--- config.mk ---
export PLATFORM = sky130hd
export DESIGN_NAME = boot_loader
export DESIGN_NICKNAME = d
export VERILOG_FILES = /design/src/rtl/boot_pkg.sv /design/src/rtl/boot_word_asm.sv /design/src/rtl/boot_loader.sv
export SDC_FILE = /design/constraint.sdc
export NUM_CORES = 1
export LEC_CHECK = 0
export ABC_AREA = 1
export CORE_MARGIN = 5
export CORE_UTILIZATION = 55
export CTS_CLUSTER_SIZE = 20
export DETAILED_ROUTE_END_ITERATION = 6
export HOLD_SLACK_MARGIN = 0.02
export PLACE_DENSITY = 0.74
export SLEW_MARGIN = 20
export SYNTH_ARGS = -nofsm -noshare
export SYNTH_HDL_FRONTEND = slang
export SYNTH_HIERARCHICAL = 1
export SYNTH_SLANG_ARGS = --single-unit
--- constraint.sdc ---
create_clock -name clk -period 4.06 [get_ports clk]
set_clock_uncertainty 0.15 [all_clocks]
set_input_delay 0.406 -clock clk [delete_from_list [all_inputs] [get_ports clk]]
set_output_delay 0.406 -clock clk [all_outputs]
set_load 0.01 [all_outputs]
--- src/rtl/boot_pkg.sv ---
// Shared types and constants for the UART boot loader.
//   boot_state_e : loader FSM state encoding
//   BOOT_HELLO   : byte sent after reset to announce the loader
//   BOOT_ACK     : byte sent after a program loads successfully
//   BOOT_NAK     : byte sent once when a load fails
package boot_pkg;

  localparam int unsigned BYTE_W = 8;
  localparam int unsigned WORD_W = 32;

  localparam logic [BYTE_W-1:0] BOOT_HELLO = 8'h99;
  localparam logic [BYTE_W-1:0] BOOT_ACK   = 8'haa;
  localparam logic [BYTE_W-1:0] BOOT_NAK   = 8'hee;

  typedef enum logic [2:0] {
    S_HELLO = 3'd0,
    S_LEN   = 3'd1,
    S_PROG  = 3'd2,
    S_CSUM  = 3'd3,
    S_ACK   = 3'd4,
    S_DONE  = 3'd5,
    S_ERR   = 3'd6
  } boot_state_e;

endpackage

--- src/rtl/boot_word_asm.sv ---
// Byte-to-word assembler: collects four bytes little-endian (first byte lands
// in bits 7:0) and flags the word combinationally on the 4th byte.
//   clk, rstn    : clock, async active-low reset
//   clr          : synchronous restart of the byte count and partial word
//   byte_valid   : byte_data is valid this cycle
//   byte_data    : incoming byte
//   word_done_c  : high in the cycle of the 4th byte
//   word_c       : completed word (meaningful only when word_done_c=1)
module boot_word_asm
  import boot_pkg::*;
(
  input  logic              clk,
  input  logic              rstn,
  input  logic              clr,
  input  logic              byte_valid,
  input  logic [BYTE_W-1:0] byte_data,
  output logic              word_done_c,
  output logic [WORD_W-1:0] word_c
);

  logic [1:0]        cnt_q, cnt_d;
  logic [WORD_W-1:0] shift_q, shift_d;

  // New byte enters at the top; after four shifts the first byte sits at 7:0.
  always_comb begin
    cnt_d       = cnt_q;
    shift_d     = shift_q;
    word_c      = {byte_data, shift_q[WORD_W-1:BYTE_W]};
    word_done_c = 1'b0;
    if (clr) begin
      cnt_d   = 2'd0;
      shift_d = '0;
    end else if (byte_valid) begin
      cnt_d   = cnt_q + 2'd1;
      shift_d = word_c;
      if (cnt_q == 2'd3) begin
        word_done_c = 1'b1;
        shift_d     = '0;
      end
    end
  end

  always_ff @(posedge clk or negedge rstn) begin
    if (!rstn) begin
      cnt_q   <= 2'd0;
      shift_q <= '0;
    end else begin
      cnt_q   <= cnt_d;
      shift_q <= shift_d;
    end
  end

endmodule

--- src/rtl/boot_loader.sv ---
// UART boot loader: announces itself, receives a little-endian word count and
// program words, writes them to instruction memory and acknowledges.
// Optional trailing XOR checksum byte when BOOT_CHECKSUM_EN is defined.
//   clk, rstn            : clock, async active-low reset
//   rx_data/valid/ferr   : received UART byte, strobe, framing error
//   tx_data/start, busy  : transmit byte, one-cycle request, transmitter busy
//   imem_we/addr/wdata   : instruction-memory write port
//   boot_done            : program loaded, CPU owns the UART
//   err                  : sticky load failure
module boot_loader
  import boot_pkg::*;
#(
  parameter int unsigned ADDR_W    = 15,
  parameter int unsigned MAX_WORDS = 2**ADDR_W
) (
  input  logic              clk,
  input  logic              rstn,
  input  logic [BYTE_W-1:0] rx_data,
  input  logic              rx_valid,
  input  logic              rx_ferr,
  output logic [BYTE_W-1:0] tx_data,
  output logic              tx_start,
  input  logic              tx_busy,
  output logic              imem_we,
  output logic [ADDR_W-1:0] imem_addr,
  output logic [WORD_W-1:0] imem_wdata,
  output logic              boot_done,
  output logic              err
);

`ifdef BOOT_CHECKSUM_EN
  localparam boot_state_e S_AFTER_PROG = S_CSUM;
`else
  localparam boot_state_e S_AFTER_PROG = S_ACK;
`endif

  boot_state_e       state_q, state_d;
  logic [WORD_W-1:0] len_q, len_d;
  logic [WORD_W-1:0] wr_cnt_q, wr_cnt_d;
  logic [ADDR_W-1:0] addr_q, addr_d;
  logic [WORD_W-1:0] wdata_q, wdata_d;
  logic              we_q, we_d;
  logic [BYTE_W-1:0] tx_data_q, tx_data_d;
  logic              tx_start_q, tx_start_d;
  logic              boot_done_q, boot_done_d;
  logic              err_q, err_d;
  logic              nak_sent_q, nak_sent_d;
`ifdef BOOT_CHECKSUM_EN
  logic [BYTE_W-1:0] csum_q, csum_d;
`endif

  logic              asm_valid_c;
  logic              asm_clr_c;
  logic              word_done_c;
  logic [WORD_W-1:0] word_c;
  logic              ferr_c;
  logic              tx_ok_c;

  // Framing-error bytes never reach the assembler, so a partial word is dropped.
  assign ferr_c      = rx_valid && rx_ferr;
  assign asm_valid_c = rx_valid && !rx_ferr && (state_q == S_LEN || state_q == S_PROG);
  assign asm_clr_c   = (state_q == S_HELLO);
  // A new request needs an idle transmitter and a low cycle after any pulse.
  assign tx_ok_c     = !tx_busy && !tx_start_q;

  boot_word_asm u_word_asm (
    .clk         (clk),
    .rstn        (rstn),
    .clr         (asm_clr_c),
    .byte_valid  (asm_valid_c),
    .byte_data   (rx_data),
    .word_done_c (word_done_c),
    .word_c      (word_c)
  );

  // Next-state and registered-output logic.
  always_comb begin
    state_d     = state_q;
    len_d       = len_q;
    wr_cnt_d    = wr_cnt_q;
    addr_d      = addr_q;
    wdata_d     = wdata_q;
    we_d        = 1'b0;
    tx_data_d   = tx_data_q;
    tx_start_d  = 1'b0;
    boot_done_d = boot_done_q;
    err_d       = err_q;
    nak_sent_d  = nak_sent_q;
`ifdef BOOT_CHECKSUM_EN
    csum_d      = csum_q;
`endif

    // Address advances right after each write strobe.
    if (we_q) addr_d = addr_q + ADDR_W'(1);

    case (state_q)
      S_HELLO: begin
        if (tx_ok_c) begin
          tx_start_d = 1'b1;
          tx_data_d  = BOOT_HELLO;
          state_d    = S_LEN;
        end
      end
      S_LEN: begin
        if (ferr_c) begin
          state_d = S_ERR;
        end else if (word_done_c) begin
          len_d = word_c;
          if (word_c > WORD_W'(MAX_WORDS)) state_d = S_ERR;
          else if (word_c == '0)           state_d = S_AFTER_PROG;
          else                             state_d = S_PROG;
        end
      end
      S_PROG: begin
        if (ferr_c) begin
          state_d = S_ERR;
        end else if (rx_valid) begin
`ifdef BOOT_CHECKSUM_EN
          csum_d = csum_q ^ rx_data;
`endif
          if (word_done_c) begin
            we_d     = 1'b1;
            wdata_d  = word_c;
            wr_cnt_d = wr_cnt_q + WORD_W'(1);
            if (wr_cnt_q + WORD_W'(1) == len_q) state_d = S_AFTER_PROG;
          end
        end
      end
`ifdef BOOT_CHECKSUM_EN
      S_CSUM: begin
        if (rx_valid) begin
          if (rx_ferr || rx_data != csum_q) state_d = S_ERR;
          else                              state_d = S_ACK;
        end
      end
`endif
      S_ACK: begin
        if (tx_ok_c) begin
          tx_start_d = 1'b1;
          tx_data_d  = BOOT_ACK;
          state_d    = S_DONE;
        end
      end
      S_DONE: begin
        boot_done_d = 1'b1;
      end
      S_ERR: begin
        err_d = 1'b1;
        if (!nak_sent_q && tx_ok_c) begin
          tx_start_d = 1'b1;
          tx_data_d  = BOOT_NAK;
          nak_sent_d = 1'b1;
        end
      end
      default: begin
        state_d = S_HELLO;
      end
    endcase
  end

  always_ff @(posedge clk or negedge rstn) begin
    if (!rstn) begin
      state_q     <= S_HELLO;
      len_q       <= '0;
      wr_cnt_q    <= '0;
      addr_q      <= '0;
      wdata_q     <= '0;
      we_q        <= 1'b0;
      tx_data_q   <= '0;
      tx_start_q  <= 1'b0;
      boot_done_q <= 1'b0;
      err_q       <= 1'b0;
      nak_sent_q  <= 1'b0;
`ifdef BOOT_CHECKSUM_EN
      csum_q      <= '0;
`endif
    end else begin
      state_q     <= state_d;
      len_q       <= len_d;
      wr_cnt_q    <= wr_cnt_d;
      addr_q      <= addr_d;
      wdata_q     <= wdata_d;
      we_q        <= we_d;
      tx_data_q   <= tx_data_d;
      tx_start_q  <= tx_start_d;
      boot_done_q <= boot_done_d;
      err_q       <= err_d;
      nak_sent_q  <= nak_sent_d;
`ifdef BOOT_CHECKSUM_EN
      csum_q      <= csum_d;
`endif
    end
  end

  assign tx_data    = tx_data_q;
  assign tx_start   = tx_start_q;
  assign imem_we    = we_q;
  assign imem_addr  = addr_q;
  assign imem_wdata = wdata_q;
  assign boot_done  = boot_done_q;
  assign err        = err_q;

endmodule

==> results of run 1 <==
[worst paths after layout]
path	slack (ns)	endpoint	start
max	1.29	len_q[20]	state_q[2]
min	0.31	nak_sent_q	nak_sent_q
max reg2reg	1.29	len_q[20]	state_q[2]
min reg2reg	0.31	nak_sent_q	nak_sent_q
max in group asynchronous	2.48	u_word_asm/shift_q[25]	rstn
min in group asynchronous	0.47	len_q[29]	rstn
[cell type report]
type / count / area, um^2
timing repair buffer: 78 / 779
clock buffer: 18 / 429
fill: 1207 / 4700
inverter: 122 / 458
multi-input combinational: 750 / 3430
tap: 180 / 225
sequential: 149 / 3730
clock inverter: 14 / 189
[synthesized netlist by cell type, drive strengths merged]
| master | count |
|---|---|
| clkbuf | 17 |
| mux2 | 1 |
| buf | 22 |
| o2111a | 1 |
| inv | 122 |
| nor3 | 6 |
| or2 | 5 |
| ha | 4 |
| o21ai | 65 |
| nand4 | 11 |
| nand2 | 429 |
| and3 | 2 |
| nand3b | 1 |
| xnor2 | 6 |
| nand3 | 81 |
| nor4 | 7 |
| xor2 | 19 |
| nor2 | 106 |
| dfrtp | 149 |
| o21a | 1 |
| xnor3 | 1 |
| a21oi | 4 |
[repair_timing]
action | in CTS | in global routing
buffers inserted | 0 | 0
hold buffers | 1 | 0
gates resized for setup | 0 | 0
endpoints found under the hold margin | 90 | 0
[power groups by stage]
stage	registers, mW	logic [mW]	clock network [mW]
floorplan	1.64	0.316	0
global placement	1.66	0.458	0
detailed placement	1.67	0.461	0
CTS	1.64	0.464	1.68
global route	1.65	0.522	1.76
finish	1.64	0.460	1.66
[logic make-up (layout without fill, tap and decap cells)]
| kind of cell | after synthesis | in the layout | synth area share |
|---|---|---|---|
| and+or+nand+nor | 648 | 648 | 0.352 |
| buffers and inverters | 161 | 232 | 0.0862 |
| DFF | 149 | 149 | 0.477 |
| AOI/OAI and AO/OA | 71 | 71 | 0.0465 |
| xor gates and xnor gates | 26 | 26 | 0.0309 |
| adders and majority gates | 4 | 4 | 0.00640 |
| muxes | 1 | 1 | 0.00144 |
[through the flow]
| stage | instance area, um^2 | setup slack (ns) | util | instances | power [mW] |
|---|---|---|---|---|---|
| 3_5_place_dp | 8610 | 1.37 | 0.618 | 1278 | 2.13 |
| 2_1_floorplan | 7820 | 1.69 | - | 1060 | 1.96 |
| 3_3_place_gp | 8610 | 1.43 | 0.618 | 1278 | 2.12 |
| 4_1_cts | 9240 | 1.30 | 0.663 | 1311 | 3.78 |
| 5_1_grt | 9240 | 0.999 | 0.663 | 1311 | 3.93 |
| 6_report | 9240 | 1.29 | 0.663 | 1311 | 3.76 |
[per-layer routing]
| layer | wire length (um) | vias up | share of wire | track usage |
|---|---|---|---|---|
| li1 | - | 3395 | - | - |
| met1 | 8770 | 3172 | 0.47 | 0.346 |
| met5 | 0 | - | 0 | 0 |
| met4 | 340 | 0 | 0.018 | 0.0809 |
| met2 | 8420 | 183 | 0.45 | 0.355 |
| met3 | 1000 | 25 | 0.054 | 0.0499 |
[worst reg2reg max path, delay by kind of cell, from the launching register on]
| kind | cells | cell delay [ns] |
|---|---|---|
| AND/OR/NAND/NOR | 7 | 1.25 |
| buffers and inverters | 3 | 0.72 |
| flip-flops | 1 | 0.43 |
| AO/OA/AOI/OAI | 1 | 0.12 |
[registers in the layout, summed over array words and instances (netlist names), 2 cells and up]
name                flops
wr_cnt_q               32
tx_data                 4
u_word_asm/cnt_q        2
u_word_asm/shift_q     24
imem_wdata             32
imem_addr              15
state_q                 3
len_q                  32
==> results.cfg, run 1 <==
[outcome]
status = finished, final reports clean

[setup_path]
max_stage_delay_ns = 0.48
crit_buf_inv = 3
required_ns = 4.25
arrival_ns = 2.96
path_max_fanout = 64
crit_path_start_kind = flip-flop
critical-path-top-delay-family = simple AND/OR/NAND/NOR gates
crit_cells = 11
path_common_cell = nand2_1
crit_type = reg -> reg
critPathCaptureType = flip-flop
cp_slowest_cell = buf_4
worstRegToRegCells = 11
crit_chain = nor3_1 -> inv_1 -> nand2_1 -> and3_1 -> nand2_1 -> nor2_1 -> inv_1 -> nor3_4 -> buf_4 -> nand2_1 -> o21ai_0

[timing]
setup_tns_ns = 0
slew_headroom = 0.424
setup_viol = 0
tightestPinTransition_ns = 0.864
drv_slew = 0
period_minus_slack_ns = 2.77
finalCritPeriodShare = 0.683
hold_viol = 0
rsz0062_at_grt = no
fmax_mhz = 361
worst_hold_slack_ns = 0.308

[placed_design]
post-dp-hpwl_mm = 12.7
io_buffers = 71
place.gp.congestion = 0.881

[drt]
drt_iter0_markers = 570
routed_via_density = 5.17
ant_nets = 0
drc_errors = 0
wire_per_inst_um = 14.1
vias = 6775
first_pass_iters = 5
drt-total-wl_mm = 18.5

[run]
max_cap_viol_count = 0

[finish]
final_cell_mix = nand2_1, dfrtp_1, inv_1
layout_commonest_cell = nand2_1
layout-drive-gt1-share = 0.0663
finalNetCount = 1135
antenna_cells = 0
area_delta_synth_final_pct = 18.1

[cts]
clock_sinks = 149
cts_root_buffer = clkbuf_16
cts_made_buffers = 17
cts_tree = done
clk_latency_ns = 0.43
htreeDepth = 4
clk_path_buf_depth = 2
path_clk_slew_ns = 0.06

[synth]
syn_nets = 1077
syn_inst = 1060
synth.area.top_cells = dfrtp_1, nand2_1, inv_1, nand3_1, nor2_1
seq_area_frac_synth = 0.477
syn-cell-area_mm2 = 0.00782
syn_area_per_cell_um2 = 7.38
yosysTopAreaCellShare = 0.477
ys_warn_count = 6
synth_largest_area_cell = dfrtp_1
ys_types = 33
ys_seq_elements = 149

[grt]
antenna_found_initial = 0
grt_start_max_net_pins = 93
grt.overflow.total = 0
grt_pass1_wl_mm = 31.4
first_global_vias = 6452
grt_use_total = 0.237

[power]
p_comb_frac = 0.122
powerDensity_mw_per_mm2 = 407
p_sw_mw = 1.05
clock_power_share = 0.441
p_int_mw = 2.71
ir_drop_v = 0.000326
seqPwrFrac = 0.437
leakagePower_nw = 4.66
swShare = 0.279

[min_path]
hold_depth = 2
hold_path_class = reg -> reg

[floorplanning]
die_height_um = 129
fp.coreArea_mm2 = 0.0139
die_x_um = 129
ios = 72
start_util = 0.561
die-area_mm2 = 0.0167
rows = 43
Power figures use the tool's default switching activity.
==> inputs of run 2 (changes only) <==
--- a/config.mk
+++ b/config.mk
@@ -7,11 +7,11 @@
 export LEC_CHECK = 0
 export ABC_AREA = 1
 export CORE_MARGIN = 5
-export CORE_UTILIZATION = 55
+export CORE_UTILIZATION = 52
 export CTS_CLUSTER_SIZE = 20
 export DETAILED_ROUTE_END_ITERATION = 6
 export HOLD_SLACK_MARGIN = 0.02
-export PLACE_DENSITY = 0.74
+export PLACE_DENSITY = 0.73
 export SLEW_MARGIN = 20
 export SYNTH_ARGS = -nofsm -noshare
 export SYNTH_HDL_FRONTEND = slang
==> constraint.sdc (replaced) <==
create_clock -name clk -period 2.5 [get_ports clk]
set_clock_uncertainty 0.15 [all_clocks]
set_input_delay 0.25 -clock clk [delete_from_list [all_inputs] [get_ports clk]]
set_output_delay 0.25 -clock clk [all_outputs]
set_load 0.01 [all_outputs]
==> run 2 against run 1 <==
Against the previous run:
- count of clock-buffer cells in the layout up 5
- largest cell class unchanged
- register-to-register slack worse by 1.2 ns
- total power rose by 63%
- highest routed layer unchanged
==> results.cfg, run 2 (same netlist as run 1, synthesis figures left out) <==
[floorplanning]
ios = 72
start_util = 0.534
fp.coreArea_mm2 = 0.0146
die_x_um = 133
die-area_mm2 = 0.0176
die_height_um = 133
rows = 44

[drt]
routed_via_density = 5.17
first_pass_iters = 6
ant_nets = 0
drc_errors = 0
drt-total-wl_mm = 20.0
drt_iter0_markers = 511
wire_per_inst_um = 14.9
vias = 6967

[timing]
fmax_mhz = 417
slew_headroom = 0.662
tightestPinTransition_ns = 0.507
finalCritPeriodShare = 0.960
setup_viol = 0
worst_hold_slack_ns = 0.202
rsz0062_at_grt = yes
hold_viol = 0
setup_ws_ns = 0.101
period_minus_slack_ns = 2.40
drv_slew = 0

[cts]
cts_made_buffers = 17
clock_sinks = 149
cts_tree = done
clk_path_buf_depth = 2
cts_root_buffer = clkbuf_16
clk_latency_ns = 0.42
htreeDepth = 4
path_clk_slew_ns = 0.06

[finish]
area_delta_synth_final_pct = 24.1
finalNetCount = 1167
fin_cells = 1347
layout_commonest_cell = nand2_1
final_cell_mix = nand2_1, dfrtp_1, inv_1
antenna_cells = 0
layout-drive-gt1-share = 0.116
stdcell_area_mm2 = 0.00971

[grt]
grt_use_total = 0.226
first_global_vias = 6689
antenna_found_initial = 0
grt_pass1_wl_mm = 32.3
grt.overflow.total = 0
grt_start_max_net_pins = 65

[outcome]
status = finished, final reports clean

[placed_design]
place.gp.congestion = 0.863
pre_cts_ws_ns = -0.0511
io_buffers = 71
post-place-cells = 1296
post-dp-hpwl_mm = 13.3
placed_cell_area_mm2 = 0.00877

[setup_path]
critPathCaptureType = flip-flop
crit_path_start_kind = flip-flop
arrival_ns = 2.57
crit_type = reg -> reg
required_ns = 2.67
path_max_fanout = 6

[run]
max_cap_viol_count = 0

[power]
leakagePower_nw = 4.88
finalPower_mw = 6.11
ir_drop_v = 0.000760
powerDensity_mw_per_mm2 = 629

[min_path]
hold_path_class = in -> async
run 2: cell types whose count changed in the layout (fill, tap and decap cells not counted), moves of 3 or more:
cell / previous run / this run
clkbuf_8: 0 / 5
buf_6: 1 / 7
nor2_2: 2 / 8
dfrtp_2: 0 / 7
nand3_1: 81 / 77
nor2_1: 92 / 84
buf_4: 5 / 24
dfrtp_1: 149 / 142
clkbuf_16: 17 / 20
buf_12: 1 / 5
nand2_1: 416 / 412
nand3_2: 0 / 4
run 2: power by group:
group | internal (mW) | switching (mW)
logic | 0.326 | 0.483
clock network | 1.61 | 1.02
registers | 2.52 | 0.146
run 2: layer usage:
metal / global-route usage / share of wire / vias to the layer above
met1: 0.307 / 0.45 / 3229
li1: - / - / 3455
met2: 0.355 / 0.46 / 232
met3: 0.0490 / 0.059 / 51
met5: 0 / 0 / -
met4: 0.0872 / 0.031 / 0
run 2: through the flow:
stage,utilization,TNS (ns)
after floorplan,-,0
after global placement,0.599,0
after detailed placement,0.599,-0.0930
after CTS,0.644,0
after global routing,0.663,-0.572
final,0.663,0
run 2: path summary, 6_finish.rpt:
kind | start | to | slack [ns] | cells past startpoint
max reg2reg | wr_cnt_q[1] | state_q[1] | 0.10 | 18
max in group asynchronous | rstn | wr_cnt_q[8] | 1.33 | 3
min | rstn | imem_wdata[29] | 0.20 | 2
min reg2reg | nak_sent_q | nak_sent_q | 0.30 | 2
max | wr_cnt_q[1] | state_q[1] | 0.10 | 18
min in group clk | nak_sent_q | nak_sent_q | 0.30 | 2
run 2: cell type report:
class	instances	area, um^2
well taps	184	230
repair buffers	110	1140
multi-input cells	750	3520
fillers	1221	4930
flip-flops and latches	149	3740
inverters	122	460
clock inverters	9	115
clock buffers	23	498
run 2: timing repair:
action                                  CTS  global route
endpoints found under the hold margin    51             0
hold buffers                              1             0
cloned                                    0             4
endpoints found under the setup margin    3            99
resized for setup                         1            39
pin swaps                                 1            20
buffers inserted                          4            10
run 2: critical path, stage by stage, from the launching register on:
cell and delay [ns]:
dfrtp_1 0.39, buf_6 0.14, nand2_4 0.05, nor2_4 0.22, nand2_4 0.10, nor2_4 0.19, nand2_1 0.07, nand2_1 0.09
nand2_1 0.06, nand2_1 0.06, nand2_1 0.05, nor2_1 0.09, nand2_1 0.10, nor2_2 0.16, nand3_2 0.13, nand2_2 0.11
nand2_2 0.05, nand2_1 0.06, nand2_1 0.04
